File: src/rtl/cache_miss_sequencer.sv
// Lookup/miss control stage in front of the 4-way tag store: tracks tree
// pseudo-LRU per set, sequences victim read-back, fill/evict handshake and tag write.
module cache_miss_sequencer #(
  parameter int TAG_BITS  = 13,
  parameter int SET_BITS  = 9,
  parameter int LINE_BITS = 4
) (
  input  logic                                  main_clk,
  input  logic                                  main_rst,
  input  logic                                  req_valid,
  output logic                                  req_ready,
  input  logic [TAG_BITS+SET_BITS+LINE_BITS-1:0] req_address,
  output logic                                  resp_valid,
  output logic                                  resp_hit,
  output logic [1:0]                            resp_way,
  output logic [TAG_BITS+SET_BITS+LINE_BITS-1:0] tag_target_address,
  output logic [1:0]                            tag_in_way_index,
  output logic                                  tag_do_write,
  input  logic                                  tag_fault,
  input  logic [1:0]                            tag_way_index,
  input  logic [TAG_BITS-1:0]                   tag_addr_at_way,
  output logic                                  fill_valid,
  input  logic                                  fill_ready,
  output logic [TAG_BITS+SET_BITS+LINE_BITS-1:0] fill_address,
  output logic [TAG_BITS+SET_BITS+LINE_BITS-1:0] fill_evict_address,
  output logic [1:0]                            fill_way,
  input  logic                                  fill_done
);

  localparam int ADDR_BITS = TAG_BITS + SET_BITS + LINE_BITS;
  localparam int NUM_SETS  = 1 << SET_BITS;

  typedef enum logic [2:0] {
    IDLE, LOOKUP, CHECK, VICTIM, EVICT_RD, FILL_REQ, FILL_WAIT, TAG_WRITE
  } state_t;

  state_t               state, next_state;
  logic [ADDR_BITS-1:0] addr_r;
  logic [1:0]           victim_r;
  logic [TAG_BITS-1:0]  evict_tag;
  logic [2:0]           plru [NUM_SETS];
  logic [SET_BITS-1:0]  set_idx;
  logic [1:0]           cur_victim;
  logic                 touch_en;
  logic [1:0]           touch_way;

  // Tree PLRU {b2,b1,b0}: b0 picks the pair, b1/b2 pick within the pair.
  function automatic logic [1:0] plru_victim(input logic [2:0] bits);
    if (!bits[0]) return {1'b0, bits[1]};
    else          return {1'b1, bits[2]};
  endfunction

  function automatic logic [2:0] plru_touch(input logic [2:0] bits, input logic [1:0] way);
    logic [2:0] r;
    r    = bits;
    r[0] = ~way[1];
    if (!way[1]) r[1] = (way == 2'd0);
    else         r[2] = (way == 2'd2);
    return r;
  endfunction

  assign set_idx            = addr_r[LINE_BITS +: SET_BITS];
  assign cur_victim         = plru_victim(plru[set_idx]);
  assign tag_target_address = addr_r;
  assign fill_address       = {addr_r[ADDR_BITS-1:LINE_BITS], {LINE_BITS{1'b0}}};
  assign fill_evict_address = {evict_tag, set_idx, {LINE_BITS{1'b0}}};
  assign fill_way           = victim_r;

  always_ff @(posedge main_clk or posedge main_rst) begin
    if (main_rst) state <= IDLE;
    else          state <= next_state;
  end

  always_comb begin
    next_state = state;
    case (state)
      IDLE:      if (req_valid) next_state = LOOKUP;
      LOOKUP:    next_state = CHECK;
      CHECK:     next_state = tag_fault ? VICTIM : IDLE;
      VICTIM:    next_state = EVICT_RD;
      EVICT_RD:  next_state = FILL_REQ;
      FILL_REQ:  if (fill_ready) next_state = FILL_WAIT;
      FILL_WAIT: if (fill_done) next_state = TAG_WRITE;
      TAG_WRITE: next_state = IDLE;
      default:   next_state = IDLE;
    endcase
  end

  always_comb begin
    req_ready        = 1'b0;
    resp_valid       = 1'b0;
    resp_hit         = 1'b0;
    resp_way         = 2'd0;
    tag_in_way_index = 2'd0;
    tag_do_write     = 1'b0;
    fill_valid       = 1'b0;
    touch_en         = 1'b0;
    touch_way        = 2'd0;
    case (state)
      IDLE: req_ready = 1'b1;
      CHECK: begin
        if (tag_fault) begin
          // Victim goes to the tag store now so its stored tag is readable two cycles on.
          tag_in_way_index = cur_victim;
        end else begin
          resp_valid = 1'b1;
          resp_hit   = 1'b1;
          resp_way   = tag_way_index;
          touch_en   = 1'b1;
          touch_way  = tag_way_index;
        end
      end
      VICTIM, EVICT_RD, FILL_WAIT: tag_in_way_index = victim_r;
      FILL_REQ: begin
        tag_in_way_index = victim_r;
        fill_valid       = 1'b1;
      end
      TAG_WRITE: begin
        tag_in_way_index = victim_r;
        tag_do_write     = 1'b1;
        resp_valid       = 1'b1;
        resp_way         = victim_r;
        touch_en         = 1'b1;
        touch_way        = victim_r;
      end
      default: ;
    endcase
  end

  always_ff @(posedge main_clk or posedge main_rst) begin
    if (main_rst) begin
      addr_r    <= '0;
      victim_r  <= '0;
      evict_tag <= '0;
      for (int i = 0; i < NUM_SETS; i++) plru[i] <= '0;
    end else begin
      if (state == IDLE && req_valid) addr_r <= req_address;
      if (state == CHECK && tag_fault) victim_r <= cur_victim;
      if (state == EVICT_RD) evict_tag <= tag_addr_at_way;
      if (touch_en) plru[set_idx] <= plru_touch(plru[set_idx], touch_way);
    end
  end

endmodule

File: config.mk
export PLATFORM = sky130hd
export DESIGN_NAME = cache_miss_sequencer
export DESIGN_NICKNAME = d
export VERILOG_FILES = /design/src/rtl/cache_miss_sequencer.sv
export SDC_FILE = /design/constraint.sdc
export NUM_CORES = 2
export LEC_CHECK = 0
export ABC_CLOCK_PERIOD_IN_PS = 65900
export BUFFER_PORTS_ARGS = -buffer_cell sky130_fd_sc_hd__buf_4
export CAP_MARGIN = 15
export CELL_PAD_IN_SITES_DETAIL_PLACEMENT = 0
export CELL_PAD_IN_SITES_GLOBAL_PLACEMENT = 1
export CORE_ASPECT_RATIO = 0.7
export CORE_MARGIN = 2
export CORE_UTILIZATION = 25
export CTS_BUF_LIST = sky130_fd_sc_hd__clkbuf_8
export DETAILED_ROUTE_END_ITERATION = 8
export GPL_TIMING_DRIVEN = 0
export PLACE_DENSITY = 0.49
export SYNTH_ARGS = -nofsm -noshare
export SYNTH_HDL_FRONTEND = slang
export SYNTH_SLANG_ARGS = --single-unit
File: constraint.sdc
create_clock -name main_clk -period 65.9 [get_ports main_clk]
set_input_delay 6.59 -clock main_clk [delete_from_list [all_inputs] [get_ports main_clk]]
set_output_delay 6.59 -clock main_clk [all_outputs]
set_load 0.02 [all_outputs]
**Word-level counts from Yosys, hierarchy flattened**

Index checks and enable logic that the tools add are counted.

- Output and inout port bits: 89
- Logic and storage cells: 564
- Register bits: 1,580

- $lt $le $gt $ge: 2
- Mux-type cells: 26
- Reduce and logical (&&, ||, !) cells: 7
- Eq/ne operators: 11
- Bitwise operators: 2

Operators with widths:

| cell | number |
|---|---|
| bitwise mux 1536 bit | 1 |
| binary-select mux 3 bit (select 9 bit) | 1 |
| demux 3 bit (select 9 bit) | 1 |
| case mux 3 bit (8 select lines) | 1 |
| 2-to-1 mux 3 bit | 6 |
| == test 3 bit (second input constant) | 4 |
| >= comparator 10 bit (second input constant) | 1 |
| less-than comparator 10 x 1 -> 1 bit (second input constant) | 1 |
| NOT 9 -> 10 bit | 1 |
| 2-to-1 mux 1 bit | 9 |
| 2-to-1 mux 2 bit | 4 |
| case mux 2 bit (2 select lines) | 2 |
| == test 3 x 2 -> 1 bit (second input constant) | 2 |
| inequality test 2 bit (second input constant) | 3 |
| OR reduction 5 bit | 1 |
| == test 3 x 1 -> 1 bit (second input constant) | 1 |
| logical AND 1 bit | 3 |
| logical NOT 3 bit | 1 |
| AND reduction 3 bit | 1 |
| == test 2 bit (second input constant) | 1 |
| logical NOT 2 bit | 1 |
| case mux 1 bit (2 select lines) | 1 |
| NOT 1 bit | 1 |

**Longest topological paths before layout**

- Depth after elaboration: 7
- Gate-level depth with buffers: 17
- Gate-level depth less buffers: 9

**Worst setup path before layout**

OpenSTA, ideal clock, no wires.

- Kind: input port to output port
- Start: in tag_fault
- End: out resp_way[1]
- Arrival time: 7.960 ns
- Cell stages on the path: 5
- Slack: 51.350 ns
- Buffers on the path: 3
- Cell sequence: nand3b_1 > a21boi_1 > clkbuf_1 > clkbuf_1 > clkbuf_1

- Longest elaborated chain between the ends: 2

Ends and longest elaborated chain:

| what | RTL line | text |
|---|---|---|
| start, declared | 19 | `input logic tag_fault,` |
| 2-to-1 mux 2 bit | 102 | `if (tag_fault) begin` |
| case mux 2 bit (2 select lines) | 99 | `case (state)` |
| end, declared | 15 | `output logic [1:0] resp_way,` |

No other way between the ends.

**Worst setup path in the final report**

- Start: reg addr_r[5] (netlist: tag_target_address[5])
- End: out tag_in_way_index[0]

- Longest elaborated chain between the ends: 7

Ends and longest elaborated chain:

| what | RTL line | text |
|---|---|---|
| start, declared | 38 | `logic [ADDR_BITS-1:0] addr_r;` |
| start signal, assigned | 137 | `if (state == IDLE && req_valid) addr_r <= req_address;` |
| NOT 9 -> 10 bit (implied by the code) | 63 | `assign cur_victim = plru_victim(plru[set_idx]);` |
| binary-select mux 3 bit (select 9 bit) | 63 |  |
| 2-to-1 mux 3 bit (implied by the code) (2 in series) | 63 |  |
| 2-to-1 mux 2 bit | 49 | `if (!bits[0]) return {1'b0, bits[1]};` |
| 2-to-1 mux 2 bit | 102 |  |
| case mux 2 bit (2 select lines) | 99 |  |
| end, declared | 17 | `output logic [1:0] tag_in_way_index,` |

No other way between the ends. The select of a mux whose other input is x is not followed.

==> results <==
- In the synthesized netlist, the number of instances is 6,913.
- After detailed routing, the total wire length is 416 mm.
- Across all hold checks on the routed design, the worst slack comes to ~0.47 ns.
- In this run, CTS created clock tree buffers numbering 274.
- Fill cells in the final layout number 29,700.
- The placeable core region is between 200,000 and 300,000 µm².
- Summing all flip-flop and latch instances after layout gives 39,500 µm².
- The post-CTS setup-driven buffer insertion count is 0.
- The horizontal die dimension is 641 µm.
- The worst-case reg-to-reg path depth is 15.
- The design draws 0.00390 W.
- The via count of the first global-routing pass came to 57,100.
- The most used flip-flop cell after synthesis is dfrtp_1.
- The maximum clock skew at final layout is 0.0923 ns.
- The via count normalized by instance count is between 5 and 6.
- The run finished with clean final reports.
- By area the synthesized netlist is led by dfrtp_1 56%, nand2_1 9.1%, mux4_2 8.3%.
- The quantity of gates resized following cts is 0.
- The clock reaches the later pin of the worst-skew pair after 1.00 ns.
- The number of buffer cells added on primary ports is between 100 and 150.
- The data arrival time at the worst-slack endpoint is 10.80 ns.
- Setup repair after global routing left no endpoint under its margin.
- At the pin with the least slew margin, the transition time is ~1.4 ns.
- The final-report max-slew violation count is 0.
- The global placement routability congestion is 1.01.
- The master cell of the clock root buffer is clkbuf_8.
- The post-synth design cell area is approximately 71,000 µm².
- Once placement finished, the instance area stood at 78,600 µm².
- The worst hold path terminates at plru[1383].
- The most numerous cell in the Yosys netlist is nand2_1.
- The pin count of the biggest net entering global routing is 124.
- The terminus of the critical flop-to-flop path is fill_way[0].
- The post-layout net count is between 7,000 and 8,000.
- The worst setup path is of the flip-flop to output port kind.
- The fraction of registers with async set/reset is 1.00.
- The first global-routing pass estimated approximately 550 mm of wire.
- The startpoint identified for the worst register-to-register timing path is tag_target_address[5].
- The utilization after layout is 0.297.
- The share of the yosys chip area belonging to registers is 0.557.
- The number of ports placed on the die boundary is about 140.
- The setup slack at placement is 49.25 ns.
- dfrtp_1 takes more of the synthesized area than any other cell.
- The number of antenna violations at the first check in global routing is 68.
- The areal power density over the cells is approximately 46 nW/µm².
- The clock transition at the registers of the reported paths is 0.06 ns.
- The total number of vias is between 60,000 and 70,000.
- The first detailed-routing pass ran for 6 iterations.
- After routing the design area is 83,900 µm².
- Based on the critical path, the design can be clocked at up to around 57 MHz.
- The maximum clock insertion buffer count is 4.
- The die outline area is 288,000 µm².
- The count of hold-fix buffers inserted at cts is 0.
- The number of standard-cell rows in the floorplan is 163.
- Ranked by instance count, the synthesized netlist is headed by 1,717 x nand2_1, 1,580 x dfrtp_1, 799 x o21ai_0.
- The worst pin sits at a relative slew slack of 0.0525.
- The analysis attributes to cell leakage a power of 36.7 nW.
- The tool flagged a number of max-cap violations equal to 0.
- The violation count after the first detailed-routing iteration is 9,090.
- In the final routed layout, each cell accounts on average for 36.5 µm.
- The path type of the worst min-delay path is flip-flop to flip-flop.
- The worst setup path is captured at an output port.
- The HPWL reported at the end of detailed placement is 307 mm.
- The number of unique standard cell types used by synthesis is 66.
- The count of final hold-check violations is 0.
- In the finished design, the share of the clock period the worst path needs comes to 0.264.
- The type of origin of the critical path is a flip-flop.
- The proportion of layout cells with a drive suffix above 1 is 0.161.
- The height of the die is approximately 450 µm.
- The number of design rule violations left after detail routing is 0.
- The global routing usage summed across all routing layers is 0.284.
- CTS saw 1,580 sinks.
- The post-route antenna net violation count is 0.
- The warning count from the yosys run is 0.
- STA puts the critical path data required time at roughly 60 ns.
- The H-tree depth is 5.
- In this run, synthesis inferred 0 flip-flops with an integrated enable.
- The maximum fanout encountered on the critical timing path is 11.
- The peak ir drop on the vdd network is approximately 0.032 mV.
- The final critical path time including I/O delays and setup is between 15 and 20 ns.
- Summing all multi-input logic gate instances after layout gives 28,900 µm².
- Of the post-synthesis cell area, the dominant cell type holds 0.557.
- The clock tree from TritonCTS is yes.
- The flop-to-flop setup slack is 56.14 ns.
- After synthesis, the mean cell area works out to 10.3 µm².
- Counting instances, the worst hold path has a depth of 2.
- The register bit count reported by yosys is 1,580.
- The worst path meets setup with 48.51 ns of slack.
- The startpoint identified for the worst hold timing path is plru[1383].
- The initial utilization of the core area, before any placement, comes to 0.252.
- The global route total overflow is 0.
- Compared with the post-synthesis result, the final layout area differs by 18.2%.
- Setup violations remaining at the end of the flow were counted as 0.
power by group:
part           total (W)  switching [W]  internal (W)
registers        0.00115      0.0000748       0.00108
clock network   0.000916       0.000453      0.000463
logic            0.00183        0.00141      0.000423
worst max path at each step:
stage                          start             endpoint  slack, ns  cells after the start
5_1_grt        tag_target_address[5]  tag_in_way_index[0]      48.86                     16
3_3_place_gp                main_rst           plru[1512]      -6.31                      2
3_5_place_dp               tag_fault          resp_way[1]      49.25                      7
2_1_floorplan               main_rst         evict_tag[0]      14.73                      1
6_report       tag_target_address[5]  tag_in_way_index[0]      48.51                     16
4_1_cts        tag_target_address[5]  tag_in_way_index[0]      48.77                     15
placed cells by master, fill, tap and decap left out, drive strengths merged, types with 12 or more instances in the layout:
cell type | netlist | routed
a22o | 24 | 24
o22ai | 12 | 12
inv | 7 | 99
o21ai | 1308 | 1308
a22oi | 128 | 128
nand4 | 18 | 18
mux2i | 262 | 262
o31ai | 103 | 103
nor2 | 431 | 431
diode | 0 | 21
mux2 | 50 | 50
mux4 | 263 | 263
a31oi | 22 | 22
buf | 245 | 461
a21oi | 259 | 259
clkinv | 1 | 19
nand3 | 54 | 54
and3 | 12 | 12
clkbuf | 258 | 592
nor3 | 28 | 28
nand2 | 1717 | 1717
dfrtp | 1580 | 1580
a221oi | 20 | 20
registers in the layout (all words and copies together) (netlist names):
register	cells
plru	1536
tag_target_address	26
evict_tag	13
state	3
fill_way	2
logic make-up (layout without fill, tap and decap cells):
kind of cell    count (synthesis)  in the layout  share of synthesized area
compound gates               1918           1918                      0.149
buf+inv                       511           1178                     0.0373
simple gates                 2327           2327                      0.129
flops                        1580           1580                      0.557
xor+xnor                        1              1                   0.000123
other cells                     1             29                  0.0000528
mux                           575            575                      0.128
layout make-up:
cell class                      count  share of cell area
Antenna cell                       21            0.000626
Buffer                            503              0.0322
Clock buffer                      334              0.0548
Clock inverter                    117             0.00671
Inverter                            8            0.000447
Multi-Input combinational cell   4829               0.345
Sequential cell                  1580               0.471
Tap cell                         3795              0.0566
Timing Repair Buffer              216              0.0326
per-layer routing:
metal  track usage  part of all wire  wire (µm)  vias up
li1              -                 -          -    25400
met1         0.424              0.45     189000    32100
met2         0.361              0.37     156000     3700
met3         0.119              0.13      56000      711
met4        0.0918             0.037      15400       22
met5             0           0.00075        311        -
critical path, cell delays in order, from the launching register on:
cell and delay [ns]:
dfrtp_1 0.55, buf_2 0.53, buf_2 0.91, buf_2 0.95, buf_2 0.76, buf_2 1.06
clkbuf_2 0.69, buf_12 0.26, mux4_2 0.34, a22o_1 0.20, o21ai_0 0.90, o21ai_0 0.63
nor4_1 0.42, nand4_1 0.43, mux2i_1 0.69, o21ai_1 0.16, buf_4 0.19
stage by stage:
stage	instances	TNS, ns
2_1_floorplan	6920	0
3_3_place_gp	10800	-9555.92
3_5_place_dp	10900	0
4_1_cts	11400	0
5_1_grt	11400	0
6_report	11400	0
No activity file was read; power rests on OpenSTA's default activity.
